--- config.mk ---
export PLATFORM = sky130hd
export DESIGN_NAME = perf_snapshot
export DESIGN_NICKNAME = d
export VERILOG_FILES = /design/src/rtl/perf_snapshot.sv
export SDC_FILE = /design/constraint.sdc
export NUM_CORES = 1
export LEC_CHECK = 0
export ABC_CLOCK_PERIOD_IN_PS = 14000
export CAP_MARGIN = 10
export CORE_UTILIZATION = 62
export CTS_CLUSTER_SIZE = 12
export DETAILED_ROUTE_END_ITERATION = 12
export GPL_TIMING_DRIVEN = 0
export HOLD_SLACK_MARGIN = 0.08
export PLACE_DENSITY = 0.95
export SYNTH_ARGS = -nofsm -noshare
export SYNTH_HDL_FRONTEND = slang
export SYNTH_SLANG_ARGS = --single-unit
--- constraint.sdc ---
create_clock -name clk -period 14 [get_ports clk]
set_input_delay 4.2 -clock clk [delete_from_list [all_inputs] [get_ports clk]]
set_output_delay 4.2 -clock clk [all_outputs]
set_load 0.02 [all_outputs]
--- src/rtl/perf_snapshot.sv ---
// rtl/perf_snapshot.sv - perf counter snapshot with utilization divider, CSR read port and irq
module perf_snapshot #(
    parameter int COUNTER_WIDTH = 32,
    parameter int UTIL_W        = 10
) (
    input  logic                     clk,
    input  logic                     rst,
    input  logic                     measurement_done,
    input  logic [COUNTER_WIDTH-1:0] total_cycles_count,
    input  logic [COUNTER_WIDTH-1:0] active_cycles_count,
    input  logic [COUNTER_WIDTH-1:0] idle_cycles_count,
    input  logic [COUNTER_WIDTH-1:0] cache_hit_count,
    input  logic [COUNTER_WIDTH-1:0] cache_miss_count,
    input  logic [COUNTER_WIDTH-1:0] decode_count,
    input  logic                     csr_rd_en,
    input  logic [2:0]               csr_rd_addr,
    output logic [31:0]              csr_rd_data,
    output logic                     csr_rd_valid,
    output logic [UTIL_W-1:0]        util_permille,
    output logic                     snap_valid,
    output logic                     busy,
    output logic                     irq,
    input  logic                     irq_clr
);

    localparam int CW    = COUNTER_WIDTH;
    localparam int NW    = CW + 10;
    localparam int CNT_W = $clog2(NW + 1);

    typedef enum logic [1:0] {IDLE, DIV, PUBLISH} state_t;

    state_t state, state_next;

    logic [CW-1:0]    sh_total, sh_active, sh_idle, sh_hits, sh_misses, sh_decode;
    logic [NW-1:0]    quo, quo_next, n_init;
    logic [CW-1:0]    rem, rem_next;
    logic [CW:0]      rem_shift;
    logic [CW+1:0]    diff;
    logic             ge;
    logic [CNT_W-1:0] cnt;
    logic [15:0]      snap_seq;
    logic             overrun;
    logic             start;
    logic [31:0]      rd_mux;
    logic [UTIL_W-1:0] util_clamped;
    logic [1:0]       unused_bits;

    assign start  = measurement_done && (state == IDLE);
    assign n_init = NW'(active_cycles_count) * NW'(1000);

    // One restoring step: shift in the next dividend bit, subtract if it fits.
    always_comb begin
        rem_shift   = {rem, quo[NW-1]};
        diff        = {1'b0, rem_shift} - {2'b00, sh_total};
        ge          = ~diff[CW+1];
        rem_next    = ge ? diff[CW-1:0] : rem_shift[CW-1:0];
        quo_next    = {quo[NW-2:0], ge};
        unused_bits = {diff[CW], rem_shift[CW]};
    end

    assign util_clamped = (quo > NW'(1000)) ? UTIL_W'(1000) : quo[UTIL_W-1:0];

    always_comb begin
        state_next = state;
        case (state)
            IDLE:    if (measurement_done) state_next = DIV;
            DIV:     if (sh_total == '0 || cnt == CNT_W'(NW - 1)) state_next = PUBLISH;
            PUBLISH: state_next = IDLE;
            default: state_next = IDLE;
        endcase
    end

    always_comb begin
        rd_mux = '0;
        case (csr_rd_addr)
            3'd0: rd_mux = 32'(sh_total);
            3'd1: rd_mux = 32'(sh_active);
            3'd2: rd_mux = 32'(sh_idle);
            3'd3: rd_mux = 32'(sh_hits);
            3'd4: rd_mux = 32'(sh_misses);
            3'd5: rd_mux = 32'(sh_decode);
            3'd6: rd_mux = 32'(util_permille);
            3'd7: rd_mux = {overrun, 13'b0, snap_seq, busy, snap_valid};
            default: rd_mux = '0;
        endcase
    end

    always_ff @(posedge clk) begin
        if (rst) state <= IDLE;
        else     state <= state_next;
    end

    always_ff @(posedge clk) begin
        if (rst) begin
            sh_total      <= '0;
            sh_active     <= '0;
            sh_idle       <= '0;
            sh_hits       <= '0;
            sh_misses     <= '0;
            sh_decode     <= '0;
            quo           <= '0;
            rem           <= '0;
            cnt           <= '0;
            util_permille <= '0;
            snap_valid    <= 1'b0;
            busy          <= 1'b0;
            irq           <= 1'b0;
            overrun       <= 1'b0;
            snap_seq      <= '0;
            csr_rd_data   <= '0;
            csr_rd_valid  <= 1'b0;
        end else begin
            csr_rd_valid <= csr_rd_en;
            if (csr_rd_en) csr_rd_data <= rd_mux;

            if (start) begin
                sh_total   <= total_cycles_count;
                sh_active  <= active_cycles_count;
                sh_idle    <= idle_cycles_count;
                sh_hits    <= cache_hit_count;
                sh_misses  <= cache_miss_count;
                sh_decode  <= decode_count;
                quo        <= n_init;
                rem        <= '0;
                cnt        <= '0;
                busy       <= 1'b1;
                snap_valid <= 1'b0;
            end

            if (state == DIV) begin
                cnt <= cnt + 1'b1;
                if (sh_total == '0) begin
                    quo <= '0;
                end else begin
                    quo <= quo_next;
                    rem <= rem_next;
                end
            end

            if (state == PUBLISH) begin
                util_permille <= util_clamped;
                snap_valid    <= 1'b1;
                busy          <= 1'b0;
                snap_seq      <= snap_seq + 16'd1;
            end

            // A set on the same edge as a clear takes priority.
            if (state == PUBLISH) irq <= 1'b1;
            else if (irq_clr)     irq <= 1'b0;

            if (measurement_done && state != IDLE) overrun <= 1'b1;
            else if (irq_clr)                      overrun <= 1'b0;
        end
    end

endmodule

* After elaboration in Yosys (flattened, before gate mapping) *
Cells that the tools add are included.

word-level totals
  input port bits = 200
  register bits after elaboration = 337
  output and inout bits = 46
  logic and storage cells = 68

cells by class
  magnitude comparators = 1
  muxes and demuxes = 19
  add/subtract/negate cells = 3
  multipliers = 1
  bitwise operators = 1
  eq/ne operators = 12
  reduce and logical (&&, ||, !) cells = 13

operators with widths
  operator                                              number
  case mux 32 bit (8 select lines)                      1
  two-way mux 32 bit                                    4
  two-way mux 42 bit                                    3
  > comparator 42 x 10 -> 1 bit, second input constant  1
  multiplier 32 x 7 -> 39 bit, second input constant    1
  subtractor 33 x 32 -> 34 bit                          1
  zero test 32 bit                                      1
  adder 16 x 1 -> 16 bit, second input constant         1
  equality test 3 bit, second input constant            4
  two-way mux 6 bit                                     2
  two-way mux 10 bit                                    1
  nonzero test 2 bit                                    5
  adder 6 x 1 -> 6 bit, second input constant           1
  equality test 3 x 2 -> 1 bit, second input constant   2
  equality test 6 bit, second input constant            1
  two-way mux 1 bit                                     5
  two-way mux 2 bit                                     2
  inequality test 2 bit, second input constant          2
  case mux 2 bit (2 select lines)                       1
  equality test 3 x 1 -> 1 bit, second input constant   1
  zero test 3 bit                                       1
  equality test 2 x 1 -> 1 bit, second input constant   1
  equality test 2 bit, second input constant            1
  logical AND 1 bit                                     2
  5 further kinds                                       5

* Logic depth before layout (Yosys ltp) *
Gate-level depths: netlist (run 1).

  depth in word-level cells = 5
  depth in mapped cells = 18
  gate-level depth less buffers = 18

* Worst setup path after synthesis (run 1) *
OpenSTA, ideal clock, no wires.

  path type = input-to-reg
  from = in active_cycles_count[8]
  to = reg quo[37]
  arrival = 8.321 ns
  data required time = 13.897 ns
  buffers on the path = 1
  stages on the path = 17
  library setup time = 0.103 ns
  path slack = 5.576 ns
  path through = inv_1 fa_1 fa_1 fa_1 fa_1 inv_1 ha_1 buf_6 nand3_1 a2bb2oi_2 and3b_4 a21oi_4 a21oi_4 o31ai_4 a41oi_2 xor2_1 a2111oi_2

between the ends
  word-level cells in the longest chain between the ends = 3

ends and longest elaborated chain
  element                      line  text
  start, declared              10    input logic [COUNTER_WIDTH-1:0] active_cycles_count,
  multiplier 32 x 7 -> 39 bit  49    assign n_init = NW'(active_cycles_count) * NW'(1000);
  two-way mux 42 bit           116   if (start) begin
  two-way mux 42 bit           130   if (state == DIV) begin
  end signal, assigned         123   quo <= n_init;
  end signal, assigned         135   quo <= quo_next;
  end, declared                35    logic [NW-1:0] quo, quo_next, n_init;

Every way passes these cells. The select of a mux whose other input is x is not followed.
A chain may end at the register's enable or synchronous reset.

* Worst setup path after layout (run 1) *
  from = in active_cycles_count[7]
  to = reg quo[38]

The elaborated chain is that of the path after synthesis.

==> results.py, run 1 <==
metrics = {
    "routing": {
        "avgRoutedWirePerCell_um": 23.0,
        "drtPass1Iterations": 8,
        "wl_mm": 79.8,
        "via_per_inst": 6.37,
        "ant_nets": 0,
        "num_vias": 22102,
        "drc_errors": 0,
        "drt-initial-drc-count": 2715,
    },
    "synthesis": {
        "yosysTopAreaCell": "dfxtp_1",
        "synth-edff-count": 0,
        "ys_warn_count": 0,
        "synth.most_common_cell": "nand2_1",
        "synth_area_mm2": 0.0219,
        "seq_area_frac_synth_pct": 30.9,
        "ys_ff_latch": 337,
        "ys_types": 93,
        "synthArstFlopShare_pct": 0,
        "synth_area_leaders": "dfxtp_1 31%, fa_1 11%, a21oi_1 9.0%",
        "yosysTopAreaCellShare_pct": 30.9,
        "yosys-top-cells-count": "517 x nand2_1, 393 x a21oi_1, 337 x dfxtp_1, 223 x inv_1, 144 x nor2_1",
        "avgSynthCellArea_um2": 8.06,
        "netlist_instances": 2711,
        "synth_fp_nets": 3150,
        "ys.flop_type": "dfxtp_1",
    },
    "critical_path": {
        "start_kind": "primary input",
        "crit_required_ns": 14.42,
        "cp.arrival_ns": 9.77,
        "crit_buf_inv": 3,
        "path_cells": "clkdlybuf4s50_1 -> inv_1 -> fa_1 -> fa_1 -> fa_1 -> fa_1 -> inv_1 -> ha_1 -> nand2_1 -> or3_1 -> nor2_1 -> o211ai_1 -> a31oi_1 -> o21ai_2 -> a21boi_1 -> mux2_1 -> a211oi_1",
        "slowest_stage": "clkdlybuf4s50_1",
        "critPathMaxStageDelay_ns": 0.66,
        "path_common_cell": "fa_1",
        "crit_fanout": 5,
        "worstSetupEndpointType": "flip-flop",
        "crit_family": "adder cells",
        "worstSetupPathType": "in2reg",
    },
    "sta": {
        "hold_slack_ns": 0.455,
        "finalMaxSlewViolations": 0,
        "rsz0062_at_grt": "false",
        "fin_skew_ns": 0.0176,
        "max_freq_mhz": 107,
        "final-setup-viol-count": 0,
        "slew_headroom_pct": 24.0,
        "setup_tns_ns": 0,
        "post-route-period-util_pct": 66.7,
        "post-route-min-period_ns": 9.34,
        "fin_ws_ns": 4.66,
        "hold_violations": 0,
        "worst_pin_slew_ns": 1.14,
    },
    "placed_design": {
        "pre_cts_ws_ns": 4.25,
        "hpwl_mm": 62.8,
        "io_buffers": 243,
        "finalWeightedCongestion": 1.03,
    },
    "pwr": {
        "power_density_mw_per_mm2": 204,
        "vdd_drop_max_mv": 0.220,
        "leakage_uw": 0.0104,
    },
    "final_layout": {
        "fillers": 2518,
        "antenna_cells": 0,
        "nets": 3432,
        "area_growth_pct": 19.0,
        "drive_above_1_share_pct": 4.08,
    },
    "clocking": {
        "cts_resized": 0,
        "cts_sinks": 337,
        "cts_tree": "yes",
        "cts_setup_buffers": 0,
        "cts_buffer_depth": 3,
        "cts_root_buffer": "clkbuf_16",
        "clkTransAtPathRegs_ns": 0.06,
        "htreeDepth": 2,
        "hold_buffers": 0,
        "clkLatencyLatePin_ns": 0.53,
        "cts_made_buffers": 37,
    },
    "global_routing": {
        "track_usage_pct": 43.8,
        "grt_max_degree": 13,
        "grt_pass1_vias": 21616,
        "grt_pass1_wl_mm": 121,
        "grt_antenna_before_repair": 0,
        "grt_overflow_total": 0,
    },
    "floorplan": {
        "initial_utilization_pct": 63.1,
        "die_h_um": 190,
        "dieArea_mm2": 0.0360,
        "top_level_ports": 246,
        "core_mm2": 0.0346,
        "rows": 68,
        "fp.dieW_um": 190,
    },
    "job": {
        "maxCapViolCount": 0,
    },
    "worst_hold_path": {
        "min_path_type": "reg2reg",
    },
    "run_status": {
        "outcome": "finished clean",
    },
}
[kinds of logic (layout without fill, tap and decap cells)]
logic type	after synthesis	count (layout)	synth area share [%]
AOI/OAI and AO/OA	734	734	20.9
xor gates and xnor gates	61	61	2.44
adders and majority gates	239	239	17.8
buffers and inverters	392	695	7.51
DFF	337	337	30.9
muxes	58	58	2.86
and+or+nand+nor	890	890	17.7
[through the flow]
stage | power [uW] | instance area, um2 | utilization (%) | cells
6_report | 5310 | 26000 | 75.1 | 3469
5_1_grt | 5630 | 26000 | 75.1 | 3469
4_1_cts | 5220 | 26000 | 75.1 | 3469
3_5_place_dp | 4270 | 24900 | 71.8 | 3409
3_3_place_gp | 4140 | 24900 | 71.8 | 3409
2_1_floorplan | 3500 | 21900 | - | 2711
[cell usage in the layout, fill, tap and decap left out, types with 23 or more instances in the layout]
cell,count
mux2i_1,49
o21ai_0,79
nor4_1,23
clkbuf_16,39
fa_1,119
nor2_1,144
clkbuf_1,138
clkdlybuf4s50_1,243
nand2b_1,45
xor2_1,32
a21oi_1,393
a21o_1,23
nand2_1,517
o211ai_1,48
nor3_1,30
inv_1,223
xnor2_1,29
nand3_1,41
ha_1,120
dfxtp_1,337
[worst paths after layout]
kind | startpoint | end | slack (ns) | cells after the start
setup / recovery | active_cycles_count[7] | quo[38]$_SDFFE_PP0P_ | 4.66 | 17
hold / removal | sh_idle[22]$_SDFFE_PP0P_ | sh_idle[22]$_SDFFE_PP0P_ | 0.46 | 2
setup reg to reg | quo[41]$_SDFFE_PP0P_ | rem[30]$_SDFF_PP0_ | 10.53 | 12
hold reg to reg | sh_idle[22]$_SDFFE_PP0P_ | sh_idle[22]$_SDFFE_PP0P_ | 0.46 | 2
[power by group]
| group | internal [uW] | leakage, uW | switching (uW) |
|---|---|---|---|
| registers | 1080 | 0.00276 | 110 |
| clock network | 561 | 0.000563 | 401 |
| logic | 1300 | 0.00712 | 1860 |
[layout make-up]
cell class / instances / area (um2) / area share, %
well taps: 455 / 569 / 2.19
inverters: 223 / 837 / 3.22
repair buffers: 243 / 2430 / 9.35
clock inverters: 8 / 104 / 0.399
flip-flops and latches: 337 / 6750 / 25.9
plain buffers: 169 / 805 / 3.09
multi-input cells: 1982 / 13500 / 51.8
clock buffers: 52 / 1050 / 4.05
[per-layer routing]
layer / GRT usage, % / up-vias / wire length (um)
li1: - / 9790 / -
met1: 53.3 / 10446 / 28900
met2: 71.9 / 1495 / 36400
met3: 7.49 / 371 / 8590
met4: 28.2 / 0 / 5810
met5: 0 / - / 0
[flip-flops by register name, summed over array words and instances, names as in the netlist, 6 cells and up]
signal,cells
rem,32
quo,42
util_permille,10
sh_idle,32
sh_hits,32
sh_total,32
sh_active,32
csr_rd_data,32
sh_decode,32
snap_seq,16
sh_misses,32
cnt,6
[worst register-to-register path: stages, from the launching register on]
cell	delay [ns]
dfxtp_1	0.37
inv_1	0.10
ha_1	0.22
fa_1	0.38
nor2b_1	0.21
o31a_1	0.24
o31a_1	0.20
o21ai_1	0.14
o31ai_1	0.62
nor4_1	0.09
nor4_1	0.47
nand3_1	0.15
a21oi_1	0.20
No activity file was read; power rests on OpenSTA's default activity.
==> run 2, diff against run 1 <==
ABC_CLOCK_PERIOD_IN_PS = 9200   (was 14000)
CORE_UTILIZATION = 58   (was 62)
PLACE_DENSITY = 0.93   (was 0.95)
clock period = 9.2 ns   (was 14 ns; I/O delays follow)
==> run 2 against run 1 <==
  * Sequential cell count unchanged
  * Largest cell class unchanged
  * Clock skew increased by 0.0016 ns
  * Worst hold slack got worse by 0.00098 ns
  * Highest routed layer unchanged
  * Critical path depth increased by 1
  * Global-route usage decreased by 3.5 points
  * Sequential power increased by 52%
  * Combinational power increased by 51%
  * Routed wire length decreased by 1.8%
  * Setup slack got worse by 3.2 ns
  * Count of clock-buffer cells in the layout increased by 3
==> results.py, run 2 (synthesis gave the netlist of run 1 again) <==
metrics = {
    "pwr": {
        "vdd_drop_max_mv": 0.288,
        "power_uw": 8090,
        "power_density_mw_per_mm2": 310,
        "leakage_uw": 0.0105,
    },
    "sta": {
        "slew_headroom_pct": 25.2,
        "post-route-period-util_pct": 84.4,
        "worst_pin_slew_ns": 1.12,
        "hold_violations": 0,
        "finalMaxSlewViolations": 0,
        "max_freq_mhz": 129,
        "setup_tns_ns": 0,
        "post-route-min-period_ns": 7.77,
        "fin_skew_ns": 0.0192,
        "rsz0062_at_grt": "false",
        "final-setup-viol-count": 0,
    },
    "routing": {
        "ant_nets": 0,
        "wl_mm": 78.3,
        "drt-initial-drc-count": 2819,
        "drtPass1Iterations": 9,
        "wl_met2_mm": 35.7,
        "drc_errors": 0,
        "drt-met1-wl_mm": 29.6,
        "via_per_inst": 6.17,
        "met3WireLength_mm": 7.79,
        "routed.top_layer": "met4",
        "num_vias": 21740,
        "avgRoutedWirePerCell_um": 22.2,
    },
    "clocking": {
        "cts_tree": "yes",
        "cts_root_buffer": "clkbuf_16",
        "cts_resized": 0,
        "cts_sinks": 337,
        "hold_buffers": 0,
        "clkTransAtPathRegs_ns": 0.06,
        "clkLatencyLatePin_ns": 0.54,
        "cts_setup_buffers": 0,
        "htreeDepth": 2,
        "cts_buffer_depth": 3,
        "cts_made_buffers": 37,
    },
    "final_layout": {
        "final_common_cell": "nand2_1",
        "drive_above_1_share_pct": 4.14,
        "final_cell_mix": "517 x nand2_1, 393 x a21oi_1, 337 x dfxtp_1",
        "regMostFlops": "quo",
        "fillers": 2860,
        "nets": 3432,
        "area_growth_pct": 19.5,
        "largest_reg_flops": 42,
    },
    "global_routing": {
        "grt_pass1_wl_mm": 119,
        "grt_max_degree": 13,
        "track_usage_pct": 40.3,
        "grt_pass1_vias": 21565,
        "grt_overflow_total": 0,
        "grt_antenna_before_repair": 1,
    },
    "floorplan": {
        "dieArea_mm2": 0.0385,
        "core_mm2": 0.0369,
        "top_level_ports": 246,
        "rows": 70,
        "initial_utilization_pct": 59.3,
        "fp.dieW_um": 196,
        "die_h_um": 196,
    },
    "critical_path": {
        "r2r_cells": 12,
        "path_cells": "clkdlybuf4s50_1 -> inv_1 -> fa_1 -> fa_1 -> fa_1 -> fa_1 -> inv_1 -> ha_1 -> buf_6 -> nand4_1 -> nor4_2 -> nor2_1 -> nand2_1 -> a221oi_2 -> o2111ai_2 -> a221oi_2 -> xor2_1 -> a21oi_1",
        "cp.arrival_ns": 8.13,
        "r2r_slack_ns": 5.77,
        "slowest_stage": "clkdlybuf4s50_1",
        "crit_required_ns": 9.56,
        "critPathMaxStageDelay_ns": 0.64,
        "rr_startpoint": "quo[41]$_SDFFE_PP0P_",
        "crit_fanout": 9,
        "cp.depth": 18,
        "endpoint": "quo[29]$_SDFFE_PP0P_",
        "r2r-end": "rem[30]$_SDFF_PP0_",
        "cp-startpoint": "active_cycles_count[7]",
        "path_common_cell": "fa_1",
        "crit_buf_inv": 4,
        "worstSetupPathType": "in2reg",
        "crit_family": "adder cells",
        "start_kind": "primary input",
        "worstSetupEndpointType": "flip-flop",
    },
    "placed_design": {
        "finalWeightedCongestion": 1.04,
        "hpwl_mm": 61.6,
        "io_buffers": 243,
    },
    "run_status": {
        "outcome": "finished clean",
    },
    "worst_hold_path": {
        "min_path_type": "reg2reg",
    },
    "job": {
        "maxCapViolCount": 0,
    },
}
## run 2: changes by cell type in the layout (fill, tap and decap cells not counted)
cell        previous run  this run
clkinvlp_4             1         0
diode_2                0         1
clkinv_2               2         3
inv_6                  1         2
clkbuf_8              10        13
clkinv_4               2         0
## run 2: layer usage
layer | up-vias | GRT usage [%]
met5 | - | 0
met4 | 0 | 25.2
met3 | 279 | 6.03
met2 | 1324 | 66.1
met1 | 10363 | 49.9
li1 | 9774 | -
## run 2: worst min-delay path by stage
stage,start,endpoint,slack [ns],cells past startpoint
floorplan,sh_decode[15]$_SDFFE_PP0P_,sh_decode[15]$_SDFFE_PP0P_,0.43,2
detailed placement,sh_idle[6]$_SDFFE_PP0P_,sh_idle[6]$_SDFFE_PP0P_,0.45,2
global placement,sh_idle[18]$_SDFFE_PP0P_,sh_idle[18]$_SDFFE_PP0P_,0.44,2
finish,sh_decode[23]$_SDFFE_PP0P_,sh_decode[23]$_SDFFE_PP0P_,0.45,2
CTS,sh_decode[23]$_SDFFE_PP0P_,sh_decode[23]$_SDFFE_PP0P_,0.45,2
global route,sh_decode[23]$_SDFFE_PP0P_,sh_decode[23]$_SDFFE_PP0P_,0.47,2
## run 2: report_power, final
| part | total [uW] | internal, uW | switching [uW] |
|---|---|---|---|
| Combinational | 4770 | 1980 | 2800 |
| Sequential | 1810 | 1640 | 165 |
| Clock | 1500 | 879 | 623 |
## run 2: final cells by class
type                    count  area, um2  area share, %
diodes                      1       2.50        0.00958
plain buffers             169        805           3.08
clock buffers              55       1100           4.20
clock inverters             7       92.6          0.355
inverters                 223        837           3.21
multi-input cells        1982      13500           51.6
flip-flops and latches    337       6750           25.8
well taps                 504        631           2.41
repair buffers            243       2430           9.31
## run 2: per-stage QoR
| step | hold WS (ns) | utilization [%] | cells | worst slack, ns | area, um2 |
|---|---|---|---|---|---|
| 6_report | 0.454 | 70.8 | 3521 | 1.43 | 26100 |
| 5_1_grt | 0.471 | 70.8 | 3520 | 1.24 | 26100 |
| 3_5_place_dp | 0.446 | 67.6 | 3458 | 1.02 | 24900 |
| 2_1_floorplan | 0.433 | - | 2711 | 2.22 | 21900 |
| 4_1_cts | 0.454 | 70.8 | 3520 | 1.55 | 26100 |
| 3_3_place_gp | 0.440 | 67.6 | 3458 | 1.11 | 24900 |
## run 2: worst min-delay path: cells and delay by family (launching register included)
family,cells,cell delay [ns]
compound gates,1,0.05
flops,1,0.31
simple gates,1,0.05
